**src/rtl/vga_timing_gen.sv**
```systemverilog
// VGA raster timing: divides clk by 4 into pixel ticks, walks h/v counters,
// and emits registered sync and colour aligned on the same pixel tick.
module vga_timing_gen #(
  parameter int H_VISIBLE = 640,
  parameter int H_FRONT   = 16,
  parameter int H_SYNC    = 96,
  parameter int H_BACK    = 48,
  parameter int V_VISIBLE = 480,
  parameter int V_FRONT   = 10,
  parameter int V_SYNC    = 2,
  parameter int V_BACK    = 33
) (
  input  logic        clk,
  input  logic        rst_n,
  input  logic [11:0] pixel_in,
  output logic [9:0]  h_cnt,
  output logic [9:0]  v_cnt,
  output logic        pclk_en,
  output logic        valid,
  output logic        frame_start,
  output logic        hsync,
  output logic        vsync,
  output logic [3:0]  vga_r,
  output logic [3:0]  vga_g,
  output logic [3:0]  vga_b
);

  localparam int H_TOTAL = H_VISIBLE + H_FRONT + H_SYNC + H_BACK;
  localparam int V_TOTAL = V_VISIBLE + V_FRONT + V_SYNC + V_BACK;
  localparam int HS_LO   = H_VISIBLE + H_FRONT;
  localparam int HS_HI   = HS_LO + H_SYNC;
  localparam int VS_LO   = V_VISIBLE + V_FRONT;
  localparam int VS_HI   = VS_LO + V_SYNC;

  logic [1:0]  div;
  logic [11:0] rgb;
  logic        h_last;
  logic        v_last;
  logic        hs_raw;
  logic        vs_raw;

  assign pclk_en = (div == 2'd3);
  assign h_last  = (h_cnt == 10'(H_TOTAL - 1));
  assign v_last  = (v_cnt == 10'(V_TOTAL - 1));

  assign valid = (h_cnt < 10'(H_VISIBLE)) &&
                 (v_cnt < 10'(V_VISIBLE));

  assign frame_start = pclk_en && h_last && v_last;

  assign hs_raw = !((h_cnt >= 10'(HS_LO)) &&
                    (h_cnt <  10'(HS_HI)));
  assign vs_raw = !((v_cnt >= 10'(VS_LO)) &&
                    (v_cnt <  10'(VS_HI)));

  always_ff @(posedge clk or negedge rst_n) begin
    if (!rst_n) begin
      div   <= 2'd0;
      h_cnt <= 10'd0;
      v_cnt <= 10'd0;
      hsync <= 1'b1;
      vsync <= 1'b1;
      rgb   <= 12'h000;
    end else begin
      div <= div + 2'd1;
      if (pclk_en) begin
        h_cnt <= h_last ? 10'd0 : h_cnt + 10'd1;
        if (h_last)
          v_cnt <= v_last ? 10'd0 : v_cnt + 10'd1;
        // sync and colour share the tick so they stay aligned
        hsync <= hs_raw;
        vsync <= vs_raw;
        rgb   <= valid ? pixel_in : 12'h000;
      end
    end
  end

  assign vga_r = rgb[11:8];
  assign vga_g = rgb[7:4];
  assign vga_b = rgb[3:0];

endmodule

```
**config.mk**
```make
export PLATFORM = sky130hd
export DESIGN_NAME = vga_timing_gen
export DESIGN_NICKNAME = d
export VERILOG_FILES = /design/src/rtl/vga_timing_gen.sv
export SDC_FILE = /design/constraint.sdc
export NUM_CORES = 1
export LEC_CHECK = 0
export ABC_AREA = 1
export CORE_ASPECT_RATIO = 0.7
export CORE_MARGIN = 3
export CORE_UTILIZATION = 48
export CTS_CLUSTER_DIAMETER = 50
export CTS_CLUSTER_SIZE = 30
export DETAILED_ROUTE_END_ITERATION = 10
export PLACE_DENSITY = 0.8
export SLEW_MARGIN = 20
export SYNTH_ARGS = -nofsm -noshare
export SYNTH_HDL_FRONTEND = slang
export SYNTH_SLANG_ARGS = --single-unit
```
**constraint.sdc**
```tcl
create_clock -name clk -period 1.7 [get_ports clk]
set_input_delay 0.34 -clock clk [delete_from_list [all_inputs] [get_ports clk]]
set_output_delay 0.34 -clock clk [all_outputs]
set_load 0.01 [all_outputs]
```
==> impl_results.md <==
* Run status: finished, violations left
* Violations in the final reports: setup timing
* Design area at 0.00295 sq mm
* Aggregate global routing overflow at 0
* Routed metal-1 wire length at 2470 um
* Starting utilization of the core area at 51.2%
* Clock transition time at the flip-flop clock pins of the worst setup and hold paths at 80 ps
* TritonCTS Sinks at 36
* Met3 WL post-DR at 464 um
* Upper clock frequency limit at ~530 MHz
* Count of nets after finishing at 341
* Die area at 0.00464 sq mm
* Gpl congestion at slightly above 0.9
* Maximum number of pins on one net before global-route repair at 37
* Layout cell share with drive strength beyond 1 at a little over a quarter
* CTS buffer count at 5
* HPWL reported at the end of detailed placement at 3580 um
* DP Area at 0.00266 sq mm
* Area contributors post-synth: dfrtp_1, nand2_1, nand3_1
* Synth warnings at 0
* Unrepaired setup endpoints after global routing: yes
* Count of input and output buffers at 50
* Hold violation count in the final report at 0
* CP max stage delay at 420 ps
* Critical path data arrival time at roughly 1500 ps
* Crit share post-route at 111%
* Leakage component of the power at 1.51 nW
* Kind of end point of the critical path: primary output
* Worst Skew at 8.52 ps
* CTS tree: yes
* Iteration-0 DRC count of the detailed router at between 150 and 200
* Count leader, synth: nand2_1
* Switching power at 0.380 mW
* Area Overhead vs Synth at 59.6%
* Die outline width at 80.1 um
* Crit path max fanout at 2
* First-pass GRT wire length at 9040 um
* Highest metal layer with signal wires: met4
* Post-Syn Area per Cell at 8.21 sq um
* Class of the most critical setup path: reg -> out
* Total standard cell area after synthesis at 0.00185 sq mm
* Buffer depth of the longest clock path at 2
* Overall track demand over capacity in global routing at 24.9%
* Max H-tree Level at 2
* Router iterations before antenna repair at 5
* Rows at 18
* Worst min-delay path category: in -> async
* Most common flop cell mapped by yosys: dfrtp_1
* Number of instances in the synthesized netlist at 225
* Vias after detailed routing at 2029
* Critical path's slowest cell: dfrtp_1
* Fraction of the yosys area taken by sequential cells at approximately 50%
* Library cell with the largest summed area after synthesis: dfrtp_1
* Area of the core at 0.00360 sq mm
* Met2 Wirelength at roughly 2700 um
* WL final at 5770 um
* Net Sw Frac at 21.8%
* Number of library cell types mapped by synthesis at 30
* Clock network latency to the later pin of the worst-skew pair at between 200 and 300 ps
* Top-Level Pins at 51
* Pin slew with the least headroom to its limit at roughly 240 ps
* Hold_buf cts at 0
* Final critical-path required period at 1880 ps
* Final-report max-slew violation count at 0
* Yosys reg bits at 36
* Routed WL per cell at roughly 15 um
* Net count after synthesis at around 240
* Proportion of register bits with asynchronous set or reset after synthesis at 100%
* Number of standard cells in the final layout excluding fillers at 373
* Data required time at the worst endpoint at between 1000 and 1500 ps
* Post-synth top area share at 46.1%
* Ant diodes at 0
* Cells after DPL at 355
* Final setup violation count at 2
* Int Power at around 1.4 mW
* Detail Route Antenna Nets at 0
* Cell Pwr Density at 592 mW/mm^2
* Worst vdd ir at 479 uV
* Part of the power in the clock network at about 44%
* Number of vias per cell at 5.44
* Kind of start point of the critical path: flop
* Worst setup slack after layout at -179 ps
* Setup slack after placement at -217 ps
* Die Y-Extent at 57.9 um
* Max-capacitance violation count at 0
* Count of unresolved DRC violations after routing at 0
* Most instantiated cells after synthesis: nand2_1, dfrtp_1, nor2_1, inv_1, nand3_1
* Post-route worst hold slack at around 420 ps
* Crit-path cells: inv_2 -> ha_2 -> nand2_1 -> nor2_2 -> nand3_2 -> nor4_2 -> buf_2
* CTS Root Buffer Type: clkbuf_8
* Worst max-slew margin expressed relative to the limit at 84.0%
* Number of global-route vias before repair at 1919
* Number of enable flip-flop cells after synthesis at 0
* Fillers at between 200 and 250
* Portion of total power attributed to sequential cells at 50.3%
* Portion of total power attributed to combinational logic at 6.0%
* Number of antenna violations at the first check in global routing at 0
-- state kept, by name, summed over array words and instances, names as in the netlist --
name,cells
div,2
h_cnt,10
hsync,1
rgb,12
v_cnt,10
vsync,1
-- metrics by stage --
| stage | utilization (%) | setup TNS [ps] | total power [mW] |
|---|---|---|---|
| after global placement | 73.9 | -289 | 0.996 |
| final | 81.8 | -183 | 1.75 |
| after CTS | 78.5 | -154 | 1.76 |
| after floorplan | - | 0 | 0.913 |
| after detailed placement | 73.9 | -345 | 0.999 |
| after global routing | 81.8 | -387 | 1.81 |
-- cell usage in the layout (no fill, tap or decap), types with 2 or more instances in the layout --
cell type / instances
nor2_4: 2
dfstp_2: 2
o21ai_1: 15
buf_4: 39
nor2_1: 16
buf_6: 3
nor2_2: 3
xor2_1: 4
dlygate4sd2_1: 5
buf_2: 2
dfrtp_1: 34
dlymetal6s2s_1: 8
clkbuf_8: 5
nand3_1: 15
nand4_1: 8
nand2_4: 2
or2_2: 3
nand2_1: 59
inv_2: 7
clkdlybuf4s50_1: 35
nor3_1: 6
o21ai_0: 8
o21ai_2: 3
ha_1: 3
inv_1: 15
nand2_2: 2
-- power by group through the flow --
stage / Combinational (mW) / Clock (mW) / Sequential [mW]
2_1_floorplan: 0.0112 / 0 / 0.902
3_3_place_gp: 0.102 / 0 / 0.894
3_5_place_dp: 0.104 / 0 / 0.895
4_1_cts: 0.105 / 0.775 / 0.878
5_1_grt: 0.113 / 0.813 / 0.880
6_report: 0.104 / 0.764 / 0.878
-- cells by family after synthesis --
group,share of synthesized area (%)
adder cells (fa/ha/maj),3.39
flip-flops,48.9
XOR/XNOR,2.37
AND/OR/NAND/NOR,30.9
buffers and inverters,6.50
AO/OA/AOI/OAI,7.93
-- critical path, delay by kind of cell, from the launching register on --
family	cells	cell delay, ps
buf+inv	2	250
simple gates	4	420
flops	1	420
fa+ha+maj	1	170
-- final timing paths --
kind                       startpoint          end  slack [ps]  depth (start not counted)
setup / recovery             v_cnt[1]  frame_start        -180                          7
hold / removal                  rst_n     v_cnt[8]         420                          2
setup reg to reg             h_cnt[1]     v_cnt[9]         150                          9
hold reg to reg                rgb[2]       rgb[2]         490                          2
max in group asynchronous       rst_n        hsync        1020                          2
min in group clk               rgb[2]       rgb[2]         490                          2
-- metal layers --
metal / vias to the layer above / GRT usage [%]
li1: 924 / -
met1: 959 / 34.9
met2: 121 / 38.9
met3: 25 / 5.28
met4: 0 / 8.43
met5: - / 0
-- area by class of cell --
| type | instances | area (sq um) | share of cell area, % |
|---|---|---|---|
| Inverter | 24 | 92.6 | 3.14 |
| Clock inverter | 3 | 42.5 | 1.44 |
| Clock buffer | 5 | 68.8 | 2.33 |
| Sequential cell | 36 | 903 | 30.6 |
| Tap cell | 50 | 62.6 | 2.12 |
| Multi-Input combinational cell | 160 | 880 | 29.8 |
| Timing Repair Buffer | 95 | 898 | 30.5 |
-- timing repair --
action                                 4_1_cts  5_1_grt
endpoints found under the hold margin        0        0
setup endpoints to repair                    7       13
cloned                                       1        0
pin swaps                                    1        2
buffers inserted                             3        6
gates resized for setup                     18       24
No activity file was read; power rests on OpenSTA's default activity.
